### src/rtl/mdu_if.sv
// Operand/result bundle between the execute stage and the multiply/divide unit.
// The master drives requests and operands; the slave (mdu) returns status and HI/LO.
interface mdu_if #(
    parameter int WIDTH = 32
);
    logic             start;
    logic [1:0]       op;
    logic [WIDTH-1:0] a;
    logic [WIDTH-1:0] b;
    logic             busy;
    logic             done;
    logic [WIDTH-1:0] hi;
    logic [WIDTH-1:0] lo;
    logic             dz;

    modport master (output start, op, a, b, input busy, done, hi, lo, dz);
    modport slave  (input start, op, a, b, output busy, done, hi, lo, dz);
endinterface

### src/rtl/mdu.sv
// Iterative multiply/divide: WIDTH cycles from the accepting edge to done; divide by zero finishes in one cycle.
// Backpressure: busy stalls the core; start is taken only in IDLE or DONE, ignored in RUN. Signed ops need MDU_SIGNED_EN.
module mdu #(
    parameter int WIDTH = 32
) (
    input logic   clk,
    input logic   reset,
    mdu_if.slave  mif
);
    localparam int CW = (WIDTH > 2) ? $clog2(WIDTH) : 1;

    typedef enum logic [1:0] {S_IDLE, S_RUN, S_DONE} state_t;

    state_t             state_q, state_d;
    logic [CW-1:0]      cnt_q, cnt_d;
    logic               is_div_q, is_div_d;
    logic [WIDTH-1:0]   m_q, m_d;
    logic [2*WIDTH-1:0] p_q, p_d;
    logic               busy_q, busy_d;
    logic               done_q, done_d;
    logic               dz_q, dz_d;
    logic [WIDTH-1:0]   hi_q, hi_d;
    logic [WIDTH-1:0]   lo_q, lo_d;

    logic [WIDTH-1:0]   mag_a, mag_b;
    logic [WIDTH:0]     mul_sum, div_trial;
    logic [2*WIDTH-1:0] step;
    logic [WIDTH-1:0]   res_hi, res_lo;

    // p_q holds {partial product, multiplier} for multiply, {remainder, dividend} for divide.
    always_comb begin
        mul_sum   = {1'b0, p_q[2*WIDTH-1:WIDTH]} + {1'b0, (p_q[0] ? m_q : {WIDTH{1'b0}})};
        div_trial = p_q[2*WIDTH-1:WIDTH-1] - {1'b0, m_q};
        if (is_div_q) begin
            if (div_trial[WIDTH])
                step = {p_q[2*WIDTH-2:0], 1'b0};
            else
                step = {div_trial[WIDTH-1:0], p_q[WIDTH-2:0], 1'b1};
        end else begin
            step = {mul_sum, p_q[WIDTH-1:1]};
        end
    end

`ifdef MDU_SIGNED_EN
    logic               a_neg, b_neg;
    logic               neg_q, neg_d, rneg_q, rneg_d;
    logic [2*WIDTH-1:0] prod_fix;

    assign a_neg = mif.op[0] & mif.a[WIDTH-1];
    assign b_neg = mif.op[0] & mif.b[WIDTH-1];
    assign mag_a = a_neg ? -mif.a : mif.a;
    assign mag_b = b_neg ? -mif.b : mif.b;

    always_comb begin
        neg_d  = neg_q;
        rneg_d = rneg_q;
        if (mif.start && (state_q != S_RUN)) begin
            neg_d  = a_neg ^ b_neg;
            rneg_d = a_neg;
        end
    end

    always_ff @(posedge clk) begin
        if (reset) begin
            neg_q  <= 1'b0;
            rneg_q <= 1'b0;
        end else begin
            neg_q  <= neg_d;
            rneg_q <= rneg_d;
        end
    end

    // Quotient and product follow the sign XOR; the remainder follows the dividend.
    always_comb begin
        prod_fix = neg_q ? -step : step;
        if (is_div_q) begin
            res_lo = neg_q  ? -step[WIDTH-1:0]       : step[WIDTH-1:0];
            res_hi = rneg_q ? -step[2*WIDTH-1:WIDTH] : step[2*WIDTH-1:WIDTH];
        end else begin
            res_lo = prod_fix[WIDTH-1:0];
            res_hi = prod_fix[2*WIDTH-1:WIDTH];
        end
    end
`else
    logic unused_op0;
    assign unused_op0 = mif.op[0];
    assign mag_a  = mif.a;
    assign mag_b  = mif.b;
    assign res_lo = step[WIDTH-1:0];
    assign res_hi = step[2*WIDTH-1:WIDTH];
`endif

    always_comb begin
        state_d  = state_q;
        cnt_d    = cnt_q;
        is_div_d = is_div_q;
        m_d      = m_q;
        p_d      = p_q;
        dz_d     = dz_q;
        hi_d     = hi_q;
        lo_d     = lo_q;
        case (state_q)
            S_IDLE, S_DONE: begin
                state_d = S_IDLE;
                if (mif.start) begin
                    is_div_d = mif.op[1];
                    if (mif.op[1] && (mif.b == '0)) begin
                        state_d = S_DONE;
                        hi_d    = mif.a;
                        lo_d    = '1;
                        dz_d    = 1'b1;
                    end else begin
                        state_d = S_RUN;
                        cnt_d   = CW'(WIDTH - 1);
                        m_d     = mif.op[1] ? mag_b : mag_a;
                        p_d     = {{WIDTH{1'b0}}, (mif.op[1] ? mag_a : mag_b)};
                    end
                end
            end
            S_RUN: begin
                p_d = step;
                if (cnt_q == '0) begin
                    state_d = S_DONE;
                    hi_d    = res_hi;
                    lo_d    = res_lo;
                    dz_d    = 1'b0;
                end else begin
                    cnt_d = cnt_q - 1'b1;
                end
            end
            default: state_d = S_IDLE;
        endcase
        busy_d = (state_d == S_RUN);
        done_d = (state_d == S_DONE);
    end

    always_ff @(posedge clk) begin
        if (reset) begin
            state_q  <= S_IDLE;
            cnt_q    <= '0;
            is_div_q <= 1'b0;
            m_q      <= '0;
            p_q      <= '0;
            busy_q   <= 1'b0;
            done_q   <= 1'b0;
            dz_q     <= 1'b0;
            hi_q     <= '0;
            lo_q     <= '0;
        end else begin
            state_q  <= state_d;
            cnt_q    <= cnt_d;
            is_div_q <= is_div_d;
            m_q      <= m_d;
            p_q      <= p_d;
            busy_q   <= busy_d;
            done_q   <= done_d;
            dz_q     <= dz_d;
            hi_q     <= hi_d;
            lo_q     <= lo_d;
        end
    end

    assign mif.busy = busy_q;
    assign mif.done = done_q;
    assign mif.dz   = dz_q;
    assign mif.hi   = hi_q;
    assign mif.lo   = lo_q;
endmodule

### src/flat_wrapper.sv
// flat-port wrapper written by rule: the top's interface ports become plain ports
module mdu_flat 
#(
    parameter int WIDTH = 32
)
  (clk, reset, mif_start, mif_op, mif_a, mif_b, mif_busy, mif_done, mif_hi, mif_lo, mif_dz);
  mdu_if #(.WIDTH(WIDTH)) mif_i ();
  input logic clk;
  input logic reset;
  input wire logic [$bits(mif_i.start)-1:0] mif_start;
  input wire logic [$bits(mif_i.op)-1:0] mif_op;
  input wire logic [$bits(mif_i.a)-1:0] mif_a;
  input wire logic [$bits(mif_i.b)-1:0] mif_b;
  output wire logic [$bits(mif_i.busy)-1:0] mif_busy;
  output wire logic [$bits(mif_i.done)-1:0] mif_done;
  output wire logic [$bits(mif_i.hi)-1:0] mif_hi;
  output wire logic [$bits(mif_i.lo)-1:0] mif_lo;
  output wire logic [$bits(mif_i.dz)-1:0] mif_dz;
  assign mif_i.start = mif_start;
  assign mif_i.op = mif_op;
  assign mif_i.a = mif_a;
  assign mif_i.b = mif_b;
  assign mif_busy = mif_i.busy;
  assign mif_done = mif_i.done;
  assign mif_hi = mif_i.hi;
  assign mif_lo = mif_i.lo;
  assign mif_dz = mif_i.dz;
  mdu #(.WIDTH(WIDTH)) u_core (.clk(clk), .reset(reset), .mif(mif_i));
endmodule
### config.mk
export PLATFORM = sky130hd
export DESIGN_NAME = mdu_flat
export DESIGN_NICKNAME = d
export VERILOG_FILES = /design/src/rtl/mdu_if.sv /design/src/rtl/mdu.sv /design/src/flat_wrapper.sv
export SDC_FILE = /design/constraint.sdc
export NUM_CORES = 1
export LEC_CHECK = 0
export ABC_CLOCK_PERIOD_IN_PS = 5850
export BUFFER_PORTS_ARGS = -buffer_cell sky130_fd_sc_hd__clkbuf_2
export CAP_MARGIN = 0
export CORE_ASPECT_RATIO = 1.5
export CORE_MARGIN = 5
export CORE_UTILIZATION = 59
export DETAILED_ROUTE_END_ITERATION = 16
export PLACE_DENSITY = 0.8
export SYNTH_ARGS = -nofsm -noshare
export SYNTH_HDL_FRONTEND = slang
export SYNTH_SLANG_ARGS = --single-unit
### constraint.sdc
create_clock -name clk -period 5.85 [get_ports clk]
set_input_delay 1.17 -clock clk [delete_from_list [all_inputs] [get_ports clk]]
set_output_delay 1.17 -clock clk [all_outputs]
set_load 0.05 [all_outputs]
==> qor.txt <==
First-pass GRT wire length = 58400 um
PD cells = 263 nW/um^2
Worst-Margin Slew = 1060 ps
CTS tree = yes
Final hold vios = 0
Clk sink count = 171
Post-synth EDFFs = 0
Via density = 6.33
Worst EP arrival = 4880 ps
Area grow syn2layout = 10.7%
Worst-path clk slew = 70 ps
Final TNS setup = 0 ps
Nets = 1729
Critical Path Start Type = register
Mapped Cells = 1537
Initial Util = 59.9%
Seq/Total Area, Yosys = 29.0%
Antenna Nets Post-Route = 0
Slowest-stage cell, CP = xnor2_2
Outcome = finished, final reports clean
H-tree levels = 4
Vias in the first global route = 11375
RSZ-0062 raised after global routing = false
Final Max Slew Viols = 0
GRT Total Usage = 31.1%
DIE WIDTH = 126 um
Netlist Area Pre-Place = 11800 um^2
Residual DRC = 0
VDD IR max = 0.283 mV
Flops & latches, synth = 171
Critical path fanouts, max = 20
CP max stage delay = 830 ps
Worst min-delay path class = register to register
Hpwl dp = 26600 um
F_max = 217 MHz
Final setup viols = 0
Post-CTS Setup Inserts = 0
Max-Cap Viols = 0
CTS Buf Count = 17
WL/cell = 19.7 um
DR vias = 11817
Quantity of hold-fixing buffers added after cts = 0
Die Ht = 183 um
Most frequent cells in the layout = dfxtp_1, nor2_1, nand2_1
Area fraction of the dominant cell type after synthesis = 29.0%
Synth area leaders = dfxtp_1, ha_1, a21oi_1
Worst Path Class, Setup = register to register
Worst Path Required = 6120 ps
Synth Net Count = 1673
CTS root buf = clkbuf_16
Die area = 23000 um^2
Routability cong. = 0.937
Core box area = 19700 um^2
DR pass1 iterations = 5
Worst hold margin = 452 ps
Synth async-reset ratio = 0%
# rows = 63
LEAKAGE = 5.43 nW
# resized after CTS = 0
Final Skew = 11.5 ps
Final min period = 4610 ps
CP Cell Sequence = inv_1 > ha_1 > fa_1 > nor2b_1 > o311a_1 > nor4_1 > or2_1 > a41oi_4 > xnor2_2 > o21ai_0 > a221oi_1 > a211oi_1
Leading area contributor after synthesis = dfxtp_1
Rel. slew slack = 29.6%
Remaining Overflow, GRT = 0
Most used flip-flop cell after synthesis = dfxtp_1
Period utilization = 78.9%
I/O pins = 136
Worst-skew pair later-pin latency = 440 ps
Initial drt markers = 935
Yosys cell types = 71
Port Buffers = 134
Setup crit end kind = register
Detailed Route WL = 36700 um
Syn Area/Cell = 7.68 um^2
Largest net degree at the start of global routing = 118
Initial antenna violation count = 0
Share of cells above drive strength 1 = 14.3%
Ys Warns = 0
Max Buffers Root-to-Sink = 2
Ant. Diodes = 0
Commonest non-fill, non-tap cell in the layout = dfxtp_1
## registers in the layout (all words and copies together), names as in the netlist
signal and flops:
u_core.mif.lo 32, u_core.cnt_q 5, u_core.p_q 64, u_core.state_q 2, u_core.mif.done 1, u_core.is_div_q 1
u_core.mif.hi 32, u_core.mif.busy 1, u_core.m_q 32, u_core.mif.dz 1
## worst paths after layout
kind                startpoint                 to  slack, ps  cells after the start
max reg2reg     u_core.p_q[31]  u_core.mif.hi[12]       1240                     12
min          u_core.mif.hi[16]  u_core.mif.hi[16]        450                      2
min reg2reg  u_core.mif.hi[16]  u_core.mif.hi[16]        450                      2
max             u_core.p_q[31]  u_core.mif.hi[12]       1240                     12
## Yosys cell counts (3+ instances only)
cell type	n
and2_1	38
buf_1	5
inv_1	51
a311o_1	4
nor4_1	9
o41ai_1	3
a31o_2	4
or3_1	7
a41oi_1	5
a311oi_1	8
o31a_1	3
o21ai_0	67
clkbuf_1	101
xor2_1	19
ha_1	65
nor2_1	163
a31oi_1	18
o21bai_1	6
buf_2	5
a22oi_1	6
a21o_1	16
nor3_1	82
nor4b_1	5
nand2_1	156
a221oi_1	6
nand2b_1	4
nand3b_1	5
or4_1	3
mux2_2	29
o31ai_1	11
nand3_1	19
and3_1	17
mux2i_1	68
nand4_1	7
dfxtp_1	171
a211oi_1	72
o211ai_1	43
nor2b_1	7
or2_2	6
o21a_1	14
o2111ai_1	4
xnor2_1	32
a21oi_1	138
## report_power, final
| group | switching [mW] | internal, mW |
|---|---|---|
| Clock | 0.487 | 0.599 |
| Sequential | 0.0834 | 1.26 |
| Combinational | 0.663 | 0.338 |
## routing by layer
layer | up-vias | global-route usage, % | routed length (um)
li1 | 5681 | - | -
met1 | 5630 | 40.6 | 15600
met2 | 442 | 51.6 | 17400
met3 | 64 | 4.92 | 2650
met4 | 0 | 12.2 | 1130
met5 | - | 0 | 0
## kinds of logic (layout without fill, tap and decap cells)
logic type / after synthesis / after routing / synth area share [%]
AND/OR/NAND/NOR: 533 / 533 / 20.7
multiplexers: 97 / 97 / 8.53
flip-flops: 171 / 171 / 29.0
adder cells (fa/ha/maj): 67 / 67 / 7.23
AO/OA/AOI/OAI: 453 / 453 / 25.2
XOR/XNOR: 53 / 53 / 4.06
buffers and inverters: 163 / 232 / 5.30
## worst max-delay path, delay by kind of cell (launching register included)
kind / cells / cell delay (ps)
buffers and inverters: 1 / 150
adder cells (fa/ha/maj): 2 / 470
flip-flops: 1 / 320
AND/OR/NAND/NOR: 3 / 1050
XOR/XNOR: 1 / 830
AO/OA/AOI/OAI: 5 / 1610
## layout make-up
type	count	area, um^2
repair buffers	149	792
inverters	51	191
well taps	260	325
clock buffers	23	458
multi-input cells	1203	7790
clock inverters	9	88.8
fillers	1756	6640
flip-flops and latches	171	3420
## through the flow
| step | worst slack (ps) | util (%) | power [mW] | area, um^2 | instances |
|---|---|---|---|---|---|
| 6_report | 1240 | 66.3 | 3.43 | 13100 | 1866 |
| 4_1_cts | 1350 | 66.3 | 3.43 | 13100 | 1866 |
| 2_1_floorplan | 2710 | - | 2.08 | 11800 | 1537 |
| 3_3_place_gp | 1440 | 63.5 | 2.33 | 12500 | 1834 |
| 3_5_place_dp | 1400 | 63.5 | 2.35 | 12500 | 1834 |
| 5_1_grt | 1130 | 66.3 | 3.59 | 13100 | 1866 |
Note: power is estimated with default switching activity, not from simulation.
